--- config.mk ---
export PLATFORM = sky130hd
export DESIGN_NAME = bk_axi_lite_ctrl
export DESIGN_NICKNAME = d
export VERILOG_FILES = /design/src/rtl/bk_axi_lite_ctrl.sv
export SDC_FILE = /design/constraint.sdc
export NUM_CORES = 1
export LEC_CHECK = 0
export CORE_AREA = 2 2 437 439
export CTS_BUF_LIST = sky130_fd_sc_hd__clkbuf_4 sky130_fd_sc_hd__clkbuf_8
export DETAILED_ROUTE_END_ITERATION = 8
export DIE_AREA = 0 0 439 441
export HOLD_SLACK_MARGIN = 0.15
export PLACE_DENSITY_LB_ADDON = 0.15
export SLEW_MARGIN = 5
export SYNTH_ARGS = -nofsm -noshare
export SYNTH_HDL_FRONTEND = slang
export SYNTH_SLANG_ARGS = --single-unit
export TNS_END_PERCENT = 100
--- constraint.sdc ---
create_clock -name clk -period 20.8 [get_ports clk]
set_clock_uncertainty 0.2 [all_clocks]
set_input_delay 4.16 -clock clk [delete_from_list [all_inputs] [get_ports clk]]
set_output_delay 4.16 -clock clk [all_outputs]
set_load 0.1 [all_outputs]
--- src/rtl/bk_axi_lite_ctrl.sv ---
// AXI4-Lite slave for the 16-word block config stage: config words, status readback,
// and an AP_CTRL register with a start pulse and a sticky clear-on-read done flag.
module bk_axi_lite_ctrl #(
  parameter int ADDR_W   = 8,
  parameter int NUM_REGS = 16
) (
  input  logic              clk,
  input  logic              rst,
  input  logic [ADDR_W-1:0] s_axi_awaddr,
  input  logic              s_axi_awvalid,
  output logic              s_axi_awready,
  input  logic [31:0]       s_axi_wdata,
  input  logic [3:0]        s_axi_wstrb,
  input  logic              s_axi_wvalid,
  output logic              s_axi_wready,
  output logic [1:0]        s_axi_bresp,
  output logic              s_axi_bvalid,
  input  logic              s_axi_bready,
  input  logic [ADDR_W-1:0] s_axi_araddr,
  input  logic              s_axi_arvalid,
  output logic              s_axi_arready,
  output logic [31:0]       s_axi_rdata,
  output logic [1:0]        s_axi_rresp,
  output logic              s_axi_rvalid,
  input  logic              s_axi_rready,
  output logic              ap_start_pedge,
  input  logic              ap_done_i,
  output logic [31:0]       cfg_reg0_o,
  output logic [31:0]       cfg_reg1_o,
  output logic [31:0]       cfg_reg2_o,
  output logic [31:0]       cfg_reg3_o,
  output logic [31:0]       cfg_reg4_o,
  output logic [31:0]       cfg_reg5_o,
  output logic [31:0]       cfg_reg6_o,
  output logic [31:0]       cfg_reg7_o,
  output logic [31:0]       cfg_reg8_o,
  output logic [31:0]       cfg_reg9_o,
  output logic [31:0]       cfg_reg10_o,
  output logic [31:0]       cfg_reg11_o,
  output logic [31:0]       cfg_reg12_o,
  output logic [31:0]       cfg_reg13_o,
  output logic [31:0]       cfg_reg14_o,
  output logic [31:0]       cfg_reg15_o,
  input  logic [31:0]       stat_reg0_i,
  input  logic [31:0]       stat_reg1_i,
  input  logic [31:0]       stat_reg2_i,
  input  logic [31:0]       stat_reg3_i,
  input  logic [31:0]       stat_reg4_i,
  input  logic [31:0]       stat_reg5_i,
  input  logic [31:0]       stat_reg6_i,
  input  logic [31:0]       stat_reg7_i,
  input  logic [31:0]       stat_reg8_i,
  input  logic [31:0]       stat_reg9_i,
  input  logic [31:0]       stat_reg10_i,
  input  logic [31:0]       stat_reg11_i,
  input  logic [31:0]       stat_reg12_i,
  input  logic [31:0]       stat_reg13_i,
  input  logic [31:0]       stat_reg14_i,
  input  logic [31:0]       stat_reg15_i
);

  // word index space: 0 = AP_CTRL, 4..19 = cfg, 20..35 = stat
  localparam int CFG_BASE  = 4;
  localparam int STAT_BASE = CFG_BASE + NUM_REGS;
  localparam int IDX_W     = $clog2(NUM_REGS);
  localparam logic [1:0] RESP_OKAY   = 2'b00;
  localparam logic [1:0] RESP_SLVERR = 2'b10;

  logic [31:0] cfg_q  [NUM_REGS];
  logic [31:0] stat_w [NUM_REGS];

  logic             aw_held;
  logic             w_held;
  logic [5:0]       aw_idx;
  logic [31:0]      wdata_q;
  logic [3:0]       wstrb_q;
  logic             busy;
  logic             done;

  logic             do_write;
  logic             start_ok;
  logic             ar_hs;
  logic [5:0]       ar_idx;
  logic             wr_ctrl;
  logic             wr_cfg;
  logic             wr_stat;
  logic [IDX_W-1:0] wr_sel;
  logic             rd_cfg;
  logic             rd_stat;
  logic [31:0]      rd_data;
  logic             rd_err;
  logic             unused_addr;

  assign unused_addr = ^{s_axi_awaddr[1:0], s_axi_araddr[1:0]};

  assign stat_w[0]  = stat_reg0_i;
  assign stat_w[1]  = stat_reg1_i;
  assign stat_w[2]  = stat_reg2_i;
  assign stat_w[3]  = stat_reg3_i;
  assign stat_w[4]  = stat_reg4_i;
  assign stat_w[5]  = stat_reg5_i;
  assign stat_w[6]  = stat_reg6_i;
  assign stat_w[7]  = stat_reg7_i;
  assign stat_w[8]  = stat_reg8_i;
  assign stat_w[9]  = stat_reg9_i;
  assign stat_w[10] = stat_reg10_i;
  assign stat_w[11] = stat_reg11_i;
  assign stat_w[12] = stat_reg12_i;
  assign stat_w[13] = stat_reg13_i;
  assign stat_w[14] = stat_reg14_i;
  assign stat_w[15] = stat_reg15_i;

  assign cfg_reg0_o  = cfg_q[0];
  assign cfg_reg1_o  = cfg_q[1];
  assign cfg_reg2_o  = cfg_q[2];
  assign cfg_reg3_o  = cfg_q[3];
  assign cfg_reg4_o  = cfg_q[4];
  assign cfg_reg5_o  = cfg_q[5];
  assign cfg_reg6_o  = cfg_q[6];
  assign cfg_reg7_o  = cfg_q[7];
  assign cfg_reg8_o  = cfg_q[8];
  assign cfg_reg9_o  = cfg_q[9];
  assign cfg_reg10_o = cfg_q[10];
  assign cfg_reg11_o = cfg_q[11];
  assign cfg_reg12_o = cfg_q[12];
  assign cfg_reg13_o = cfg_q[13];
  assign cfg_reg14_o = cfg_q[14];
  assign cfg_reg15_o = cfg_q[15];

  assign s_axi_awready = !rst && !aw_held && !s_axi_bvalid;
  assign s_axi_wready  = !rst && !w_held && !s_axi_bvalid;
  assign s_axi_arready = !rst && !s_axi_rvalid;

  assign ar_idx   = s_axi_araddr[7:2];
  assign ar_hs    = s_axi_arvalid && s_axi_arready;
  assign do_write = aw_held && w_held && !s_axi_bvalid;
  // a done arriving in the same cycle frees the engine, so the start is still taken
  assign start_ok = do_write && wr_ctrl && wdata_q[0] && wstrb_q[0] && (!busy || ap_done_i);

  always_comb begin
    wr_ctrl = (aw_idx == 6'd0);
    wr_cfg  = (int'(aw_idx) >= CFG_BASE) && (int'(aw_idx) < STAT_BASE);
    wr_stat = (int'(aw_idx) >= STAT_BASE) && (int'(aw_idx) < STAT_BASE + NUM_REGS);
    wr_sel  = IDX_W'(aw_idx - 6'(CFG_BASE));
    rd_cfg  = (int'(ar_idx) >= CFG_BASE) && (int'(ar_idx) < STAT_BASE);
    rd_stat = (int'(ar_idx) >= STAT_BASE) && (int'(ar_idx) < STAT_BASE + NUM_REGS);
  end

  always_comb begin
    rd_data = '0;
    rd_err  = 1'b0;
    if (ar_idx == 6'd0) begin
      rd_data = {29'd0, ~busy, done, busy};
    end else if (rd_cfg) begin
      rd_data = cfg_q[IDX_W'(ar_idx - 6'(CFG_BASE))];
    end else if (rd_stat) begin
      rd_data = stat_w[IDX_W'(ar_idx - 6'(STAT_BASE))];
    end else begin
      rd_err = 1'b1;
    end
  end

  always_ff @(posedge clk or posedge rst) begin
    if (rst) begin
      aw_held        <= 1'b0;
      w_held         <= 1'b0;
      aw_idx         <= '0;
      wdata_q        <= '0;
      wstrb_q        <= '0;
      busy           <= 1'b0;
      done           <= 1'b0;
      ap_start_pedge <= 1'b0;
      s_axi_bvalid   <= 1'b0;
      s_axi_bresp    <= RESP_OKAY;
      s_axi_rvalid   <= 1'b0;
      s_axi_rdata    <= '0;
      s_axi_rresp    <= RESP_OKAY;
      for (int i = 0; i < NUM_REGS; i++) cfg_q[i] <= '0;
    end else begin
      ap_start_pedge <= start_ok;

      if (s_axi_awvalid && s_axi_awready) begin
        aw_held <= 1'b1;
        aw_idx  <= s_axi_awaddr[7:2];
      end
      if (s_axi_wvalid && s_axi_wready) begin
        w_held  <= 1'b1;
        wdata_q <= s_axi_wdata;
        wstrb_q <= s_axi_wstrb;
      end

      if (do_write) begin
        s_axi_bvalid <= 1'b1;
        s_axi_bresp  <= (wr_ctrl || wr_cfg || wr_stat) ? RESP_OKAY : RESP_SLVERR;
        if (wr_cfg) begin
          for (int i = 0; i < NUM_REGS; i++) begin
            if (wr_sel == IDX_W'(i)) begin
              for (int k = 0; k < 4; k++) begin
                if (wstrb_q[k]) cfg_q[i][8*k +: 8] <= wdata_q[8*k +: 8];
              end
            end
          end
        end
      end else if (s_axi_bvalid && s_axi_bready) begin
        s_axi_bvalid <= 1'b0;
        aw_held      <= 1'b0;
        w_held       <= 1'b0;
      end

      if (start_ok) busy <= 1'b1;
      else if (ap_done_i) busy <= 1'b0;

      // a done pulse landing on the clearing read must not be lost
      if (ap_done_i) done <= 1'b1;
      else if (ar_hs && ar_idx == 6'd0) done <= 1'b0;

      if (ar_hs) begin
        s_axi_rvalid <= 1'b1;
        s_axi_rdata  <= rd_data;
        s_axi_rresp  <= rd_err ? RESP_SLVERR : RESP_OKAY;
      end else if (s_axi_rvalid && s_axi_rready) begin
        s_axi_rvalid <= 1'b0;
      end
    end
  end

endmodule

==> run_summary.xml, run 1 <==
<?xml version="1.0" encoding="UTF-8"?>
<metrics>
  <group name="status">
    <metric name="status" unit="">completed</metric>
  </group>
  <group name="yosys">
    <metric name="post_synth_main_area_contributors" unit="">sky130_fd_sc_hd__dfrtp_1, sky130_fd_sc_hd__mux2_2, sky130_fd_sc_hd__mux4_2</metric>
    <metric name="netlist-cell-type-count" unit="">51</metric>
    <metric name="synthCells" unit="">2089</metric>
    <metric name="synth-edff-count" unit="">0</metric>
    <metric name="most_frequently_used_flop_master_after_synthesis" unit="">sky130_fd_sc_hd__dfrtp_1</metric>
    <metric name="yosysWarningCount" unit="">0</metric>
    <metric name="post-synth-top-count-cell" unit="">sky130_fd_sc_hd__dfrtp_1</metric>
    <metric name="post-synth-top-area-cell" unit="">sky130_fd_sc_hd__dfrtp_1</metric>
    <metric name="synth_sequential_area_ratio" unit="%">48.51</metric>
    <metric name="postSynthRegisterBits" unit="">595</metric>
    <metric name="syn_area_per_cell" unit="um^2">14.69</metric>
    <metric name="synthDominantCellAreaShare" unit="%">48.51</metric>
    <metric name="leading_post_synthesis_cells_by_instance_count" unit="">sky130_fd_sc_hd__dfrtp_1, sky130_fd_sc_hd__mux2_2, sky130_fd_sc_hd__mux4_2</metric>
    <metric name="synthesis.area" unit="um^2">30690</metric>
    <metric name="asyncSetResetFlopFracSynth" unit="%">100.0</metric>
  </group>
  <group name="cts">
    <metric name="cts-buffers-inserted" unit="">119</metric>
    <metric name="cts_tree" unit="">yes</metric>
    <metric name="clkLatencyLatePin" unit="ns">0.87</metric>
    <metric name="max-clock-path-buffers" unit="">3</metric>
    <metric name="cts.sink_count" unit="">595</metric>
    <metric name="root_buffer" unit="">sky130_fd_sc_hd__clkbuf_8</metric>
    <metric name="clkSlewWorstSetupHoldPaths" unit="ns">0.06</metric>
    <metric name="h-tree-depth" unit="">3</metric>
    <metric name="cts.repair_timing.setup_buffer_count" unit="">0</metric>
    <metric name="cts_repair_resize_count" unit="">0</metric>
    <metric name="cts-hold-fix-buffers" unit="">0</metric>
  </group>
  <group name="cells_and_area">
    <metric name="post_layout_nonfiller_instances" unit="">5839</metric>
    <metric name="fill_cells" unit="">20020</metric>
    <metric name="multi_input_comb_area" unit="um^2">15020</metric>
    <metric name="drive_gt1_share" unit="%">32.05</metric>
    <metric name="seqCellArea" unit="um^2">14890</metric>
    <metric name="finalCoreUtilization" unit="%">24.97</metric>
    <metric name="nNetsFinal" unit="">3791</metric>
    <metric name="syn_to_final_growth" unit="%">53.89</metric>
  </group>
  <group name="placement">
    <metric name="place.gp.congestion" unit="">0.8140</metric>
    <metric name="place_hpwl" unit="um">146100</metric>
    <metric name="dp.cells" unit="">5607</metric>
    <metric name="total_of_buffers_placed_on_input_and_output_ports" unit="">1119</metric>
  </group>
  <group name="global_routing">
    <metric name="antenna_found_initial" unit="">65</metric>
    <metric name="first_global_vias" unit="">26100</metric>
    <metric name="globalRoute.totalOverflow" unit="">0</metric>
    <metric name="grt_first_pass_wirelength" unit="um">249300</metric>
    <metric name="grt_usage" unit="%">19.07</metric>
    <metric name="grt_start_max_net_pins" unit="">132</metric>
  </group>
  <group name="setup_path">
    <metric name="critical-path-top-delay-family" unit="">buffers and inverters</metric>
    <metric name="cp_data_required_time" unit="ns">16.44</metric>
    <metric name="worst_path_class_setup" unit="">in -&gt; out</metric>
    <metric name="slowest_stage" unit="">sky130_fd_sc_hd__clkdlybuf4s50_1</metric>
    <metric name="critical_path.max_stage_delay" unit="ns">1.24</metric>
    <metric name="arrival" unit="ns">6.41</metric>
    <metric name="endpoint_kind" unit="">output port</metric>
    <metric name="most_frequent_cell_on_the_critical_path" unit="">sky130_fd_sc_hd__clkdlybuf4s50_1</metric>
    <metric name="cp_cell_sequence" unit="">clkdlybuf4s50_1, nor2_1, clkdlybuf4s50_1</metric>
    <metric name="setup.worst_path.start_class" unit="">input pin</metric>
    <metric name="crit_path_max_fanout" unit="">4</metric>
    <metric name="cp_num_buf_inv" unit="">2</metric>
  </group>
  <group name="timing">
    <metric name="finalHoldViolCount" unit="">0</metric>
    <metric name="period_needed" unit="ns">10.77</metric>
    <metric name="timing_worst_slew_pin_value" unit="ns">1.207</metric>
    <metric name="setup_repair_after_global_routing_missed_its_margin" unit="">false</metric>
    <metric name="drv_slew" unit="">0</metric>
    <metric name="setup_violations" unit="">0</metric>
    <metric name="final.setup.tns" unit="ns">0</metric>
    <metric name="fin_crit_sh" unit="%">51.77</metric>
    <metric name="worst_slew_slack_as_a_fraction_of_its_limit" unit="%">19.52</metric>
    <metric name="maxClockFrequency" unit="MHz">92.87</metric>
    <metric name="worst_hold_slack" unit="ns">0.2844</metric>
  </group>
  <group name="detailed_routing">
    <metric name="first_pass_iters" unit="">6</metric>
    <metric name="routedWlPerCell" unit="um">32.79</metric>
    <metric name="drtIter0Drc" unit="">1262</metric>
    <metric name="via_per_inst" unit="">4.214</metric>
    <metric name="drt_drc_violations_left" unit="">0</metric>
    <metric name="count_of_vias_placed_by_the_detailed_router" unit="">24600</metric>
    <metric name="drt_wl_total" unit="um">191500</metric>
    <metric name="antenna_left" unit="">0</metric>
  </group>
  <group name="worst_hold_path">
    <metric name="timing.hold.worst.class" unit="">reg -&gt; reg</metric>
  </group>
  <group name="die">
    <metric name="die_h" unit="um">441</metric>
    <metric name="floorplan.core_area" unit="um^2">189200</metric>
    <metric name="pin_count" unit="">1126</metric>
    <metric name="die-area" unit="um^2">193600</metric>
    <metric name="floorplan.initialDensity" unit="%">16.22</metric>
    <metric name="fp-row-count" unit="">160</metric>
    <metric name="chipWidth" unit="um">439</metric>
  </group>
  <group name="pwr">
    <metric name="p_leak" unit="nW">20.05</metric>
    <metric name="vdd.ir_drop.worst" unit="uV">78.58</metric>
    <metric name="power_density_normalized_to_cell_area" unit="nW/um^2">129.3</metric>
  </group>
  <group name="job">
    <metric name="max_cap_violations" unit="">0</metric>
  </group>
</metrics>
[layer usage]
metal | global-route usage (%) | routed length [um]
met1 | 20.73 | 71190
met2 | 35.42 | 102000
met3 | 3.862 | 9911
met4 | 8.536 | 8374
met5 | 0 | 13
[worst paths after layout]
| path | startpoint | end | slack (ns) | depth (start not counted) |
|---|---|---|---|---|
| setup / recovery | rst | s_axi_arready | 10.03 | 3 |
| hold / removal | busy$_DFFE_PP0P_ | ap_start_pedge$_DFF_PP0_ | 0.28 | 1 |
| setup reg to reg | s_axi_rvalid$_DFFE_PP0P_ | s_axi_rdata[23]$_DFFE_PP0P_ | 17.31 | 6 |
| hold reg to reg | busy$_DFFE_PP0P_ | ap_start_pedge$_DFF_PP0_ | 0.28 | 1 |
| max in group asynchronous | rst | cfg_reg2_o[19]$_DFFE_PP0P_ | 14.06 | 5 |
| min in group asynchronous | rst | s_axi_rvalid$_DFFE_PP0P_ | 3.67 | 2 |
[cell families (layout without fill, tap and decap cells)]
kind of cell	count (synthesis)	count (layout)	synth area share [%]
buf+inv	166	1380	2.796
flops	595	595	48.51
compound gates	234	234	5.426
mux	932	932	40.57
simple gates	159	159	2.605
fa+ha+maj	2	2	0.08152
other cells	1	26	0.01222
[metrics by stage]
step | setup WS [ns] | cell area [um^2] | power, mW
2_1_floorplan | 8.327 | 30700 | 3.802
3_3_place_gp | 10.13 | 44600 | 4.817
3_5_place_dp | 10.11 | 44600 | 4.823
4_1_cts | 10.11 | 47170 | 6.211
5_1_grt | 10.06 | 47230 | 6.338
6_report | 10.03 | 47230 | 6.106
[registers in the layout, summed over array words and instances, names as in the netlist, 32 cells and up]
| name | count |
|---|---|
| cfg_reg0_o | 32 |
| cfg_reg10_o | 32 |
| cfg_reg11_o | 32 |
| cfg_reg12_o | 32 |
| cfg_reg13_o | 32 |
| cfg_reg14_o | 32 |
| cfg_reg15_o | 32 |
| cfg_reg1_o | 32 |
| cfg_reg2_o | 32 |
| cfg_reg3_o | 32 |
| cfg_reg4_o | 32 |
| cfg_reg5_o | 32 |
| cfg_reg6_o | 32 |
| cfg_reg7_o | 32 |
| cfg_reg8_o | 32 |
| cfg_reg9_o | 32 |
| s_axi_rdata | 32 |
| wdata_q | 32 |
[worst reg2reg max path: cells and delay by family, from the launching register on]
kind	cells	cell delay (ns)
AOI/OAI and AO/OA	2	1.37
and+or+nand+nor	3	1.16
DFF	1	0.39
buffers and inverters	1	0.31
[cell type report]
class / count / share of cell area [%]
Antenna cell: 24 / 0.1272
Sequential cell: 595 / 31.52
Clock inverter: 16 / 0.5139
Multi-Input combinational cell: 1329 / 31.81
Tap cell: 2511 / 6.652
Clock buffer: 192 / 4.932
Timing Repair Buffer: 1164 / 24.37
Inverter: 8 / 0.07152
[cell usage in the layout (no fill, tap or decap), types with 13 or more instances in the layout]
cell type	instances
sky130_fd_sc_hd__clkbuf_8	142
sky130_fd_sc_hd__clkdlybuf4s50_1	1093
sky130_fd_sc_hd__mux2i_1	182
sky130_fd_sc_hd__buf_4	66
sky130_fd_sc_hd__nor2_2	13
sky130_fd_sc_hd__a221oi_1	27
sky130_fd_sc_hd__a31oi_1	33
sky130_fd_sc_hd__o21ai_0	33
sky130_fd_sc_hd__mux4_2	194
sky130_fd_sc_hd__diode_2	24
sky130_fd_sc_hd__nor2_1	18
sky130_fd_sc_hd__mux2_2	546
sky130_fd_sc_hd__clkbuf_4	50
sky130_fd_sc_hd__a22o_1	28
sky130_fd_sc_hd__nand2_1	68
sky130_fd_sc_hd__a22oi_1	62
sky130_fd_sc_hd__dfrtp_1	595
sky130_fd_sc_hd__o22ai_1	32
[power breakdown]
part | internal, mW | total (mW) | leakage (nW) | switching (mW)
clock network | 0.756 | 1.34 | 1.37 | 0.582
registers | 1.42 | 1.79 | 8.14 | 0.374
logic | 0.802 | 2.98 | 10.5 | 2.17
No activity file was read; power rests on OpenSTA's default activity.
==> run 2: changes to the inputs <==
clock period = 9.1 ns   (was 20.8 ns; I/O delays follow)
==> run 2 against run 1 <==
Via count shrank 0.18%. Clock power grew 130%. Sequential cell count unchanged. Sequential share of layout area down 0.12 points. Critical endpoint unchanged. Largest power group unchanged. Final cell count up 0.22%. Count of clock-buffer cells in the layout rose by 6. Sequential power increased by 130%. Register-to-register slack worse by 12 ns. Power rose by 130%. First-iteration DRC count fell by 3.0%. Largest cell class unchanged. Combinational power rose by 130%.
==> run_summary.xml, run 2 (synthesis results as in run 1) <==
<?xml version="1.0" encoding="UTF-8"?>
<metrics>
  <group name="global_routing">
    <metric name="grt_usage" unit="%">19.08</metric>
    <metric name="grt_first_pass_wirelength" unit="um">248500</metric>
    <metric name="first_global_vias" unit="">25780</metric>
    <metric name="antenna_found_initial" unit="">63</metric>
    <metric name="globalRoute.totalOverflow" unit="">0</metric>
    <metric name="grt_start_max_net_pins" unit="">135</metric>
  </group>
  <group name="detailed_routing">
    <metric name="drt_wl_total" unit="um">191900</metric>
    <metric name="via_per_inst" unit="">4.197</metric>
    <metric name="first_pass_iters" unit="">5</metric>
    <metric name="antenna_left" unit="">0</metric>
    <metric name="routed.top_layer" unit="">met5</metric>
    <metric name="routedWlPerCell" unit="um">32.79</metric>
    <metric name="drtIter0Drc" unit="">1224</metric>
    <metric name="route.met3.wl" unit="um">9562</metric>
    <metric name="drt_drc_violations_left" unit="">0</metric>
    <metric name="met1_length" unit="um">71530</metric>
    <metric name="count_of_vias_placed_by_the_detailed_router" unit="">24560</metric>
    <metric name="met2_length" unit="um">102700</metric>
  </group>
  <group name="die">
    <metric name="die-area" unit="um^2">193600</metric>
    <metric name="floorplan.initialDensity" unit="%">16.22</metric>
    <metric name="pin_count" unit="">1126</metric>
    <metric name="chipWidth" unit="um">439</metric>
    <metric name="floorplan.core_area" unit="um^2">189200</metric>
    <metric name="die_h" unit="um">441</metric>
    <metric name="fp-row-count" unit="">160</metric>
  </group>
  <group name="setup_path">
    <metric name="r2r_setup_slack" unit="ns">5.47</metric>
    <metric name="worst_path_class_setup" unit="">in -&gt; out</metric>
    <metric name="r2r.worst_path.cells" unit="">6</metric>
    <metric name="regToRegEndpoint" unit="">s_axi_rdata[5]$_DFFE_PP0P_</metric>
    <metric name="crit_path_max_fanout" unit="">4</metric>
    <metric name="cp_data_required_time" unit="ns">7.08</metric>
    <metric name="worst_r2r_startpoint" unit="">s_axi_rvalid$_DFFE_PP0P_</metric>
    <metric name="setup.worst_path.start_class" unit="">input pin</metric>
    <metric name="arrival" unit="ns">3.96</metric>
    <metric name="endpoint_kind" unit="">output port</metric>
  </group>
  <group name="cts">
    <metric name="clkSlewWorstSetupHoldPaths" unit="ns">0.06</metric>
    <metric name="cts-hold-fix-buffers" unit="">0</metric>
    <metric name="cts.sink_count" unit="">595</metric>
    <metric name="cts_repair_resize_count" unit="">0</metric>
    <metric name="max-clock-path-buffers" unit="">3</metric>
    <metric name="root_buffer" unit="">sky130_fd_sc_hd__clkbuf_8</metric>
    <metric name="cts.repair_timing.setup_buffer_count" unit="">0</metric>
    <metric name="h-tree-depth" unit="">3</metric>
    <metric name="clkLatencyLatePin" unit="ns">0.90</metric>
    <metric name="cts-buffers-inserted" unit="">119</metric>
    <metric name="cts_tree" unit="">yes</metric>
  </group>
  <group name="placement">
    <metric name="total_of_buffers_placed_on_input_and_output_ports" unit="">1119</metric>
    <metric name="dpl-instance-area" unit="um^2">44680</metric>
    <metric name="place_hpwl" unit="um">146300</metric>
    <metric name="placement.setup.worst_slack" unit="ns">3.117</metric>
    <metric name="place.gp.congestion" unit="">0.8176</metric>
    <metric name="dp.cells" unit="">5607</metric>
  </group>
  <group name="timing">
    <metric name="setup_repair_after_global_routing_missed_its_margin" unit="">false</metric>
    <metric name="finalHoldViolCount" unit="">0</metric>
    <metric name="setup_violations" unit="">0</metric>
    <metric name="period_needed" unit="ns">5.977</metric>
    <metric name="final.setup.worst_slack" unit="ns">3.123</metric>
    <metric name="timing_worst_slew_pin_value" unit="ns">1.244</metric>
    <metric name="maxClockFrequency" unit="MHz">167.3</metric>
    <metric name="fin_crit_sh" unit="%">65.68</metric>
    <metric name="drv_slew" unit="">0</metric>
    <metric name="worst_slew_slack_as_a_fraction_of_its_limit" unit="%">17.07</metric>
  </group>
  <group name="status">
    <metric name="status" unit="">completed</metric>
  </group>
  <group name="cells_and_area">
    <metric name="finalCoreUtilization" unit="%">25.06</metric>
    <metric name="most-common-layout-cells" unit="">sky130_fd_sc_hd__clkdlybuf4s50_1, sky130_fd_sc_hd__dfrtp_1, sky130_fd_sc_hd__mux2_2, sky130_fd_sc_hd__mux4_2, sky130_fd_sc_hd__mux2i_1</metric>
    <metric name="drive_gt1_share" unit="%">32.18</metric>
    <metric name="final_common_cell" unit="">sky130_fd_sc_hd__clkdlybuf4s50_1</metric>
    <metric name="final_cell_area" unit="um^2">47410</metric>
    <metric name="syn_to_final_growth" unit="%">54.45</metric>
    <metric name="nNetsFinal" unit="">3791</metric>
    <metric name="post_layout_nonfiller_instances" unit="">5852</metric>
  </group>
  <group name="worst_hold_path">
    <metric name="hold_path_end" unit="">ap_start_pedge$_DFF_PP0_</metric>
    <metric name="min_delay_path_depth" unit="">1</metric>
    <metric name="worst_min_delay_path_startpoint" unit="">busy$_DFFE_PP0P_</metric>
    <metric name="timing.hold.worst.class" unit="">reg -&gt; reg</metric>
  </group>
  <group name="pwr">
    <metric name="power_density_normalized_to_cell_area" unit="nW/um^2">295.6</metric>
    <metric name="p_leak" unit="nW">20.13</metric>
    <metric name="vdd.ir_drop.worst" unit="uV">138.5</metric>
    <metric name="power.total" unit="mW">14.01</metric>
  </group>
  <group name="job">
    <metric name="max_cap_violations" unit="">0</metric>
  </group>
</metrics>
==> run 2: cell types whose count changed in the layout (fill, tap and decap cells not counted), sizes merged, moves of 2 or more <==
cell / change
clkbuf: +6
buf: -2
diode: +4
clkinv: +4
clkdlybuf4s50: +2
==> run 2: where the power goes <==
part	internal (mW)	leakage [nW]	total [mW]	switching (mW)
sequential	3.24	8.14	4.08	0.843
combinational	1.84	10.6	6.81	4.98
clock	1.77	1.42	3.12	1.35
total	6.84	20.1	14.0	7.17
==> run 2: final cells by class <==
class / count / area [um^2]
Inverter: 8 / 33.78
Antenna cell: 28 / 70.07
Clock inverter: 19 / 231.5
Timing Repair Buffer: 1164 / 11590
Fill cell: 19980 / 141800
Multi-Input combinational cell: 1329 / 15020
Sequential cell: 595 / 14890
Clock buffer: 198 / 2425
Tap cell: 2511 / 3142
==> run 2: how the worst max path moves through the flow <==
stage / depth (start not counted) / slack [ns] / start / to
2_1_floorplan: 1 / -1.03 / rst / ap_start_pedge$_DFF_PP0_
3_3_place_gp: 3 / 3.13 / rst / s_axi_arready
3_5_place_dp: 3 / 3.12 / rst / s_axi_arready
4_1_cts: 3 / 3.11 / rst / s_axi_arready
5_1_grt: 3 / 3.07 / rst / s_axi_arready
6_report: 3 / 3.12 / rst / s_axi_arready
==> run 2: worst max-delay path: stages <==
cell and delay [ns]:
sky130_fd_sc_hd__clkdlybuf4s50_1 0.52, sky130_fd_sc_hd__nor2_1 0.39, sky130_fd_sc_hd__clkdlybuf4s50_1 1.22
==> run 2: per-stage QoR <==
stage,hold WS (ns),setup TNS [ns]
finish,0.2796,0
global route,0.3012,0
CTS,0.2839,0
detailed placement,0.2650,0
global placement,0.2759,0
floorplan,0.2394,-614.81
==> run 2: routing by layer <==
metal | vias up | track usage (%)
li1 | 10430 | -
met1 | 12910 | 20.93
met2 | 913 | 35.35
met3 | 301 | 3.762
met4 | 2 | 8.358
met5 | - | 0
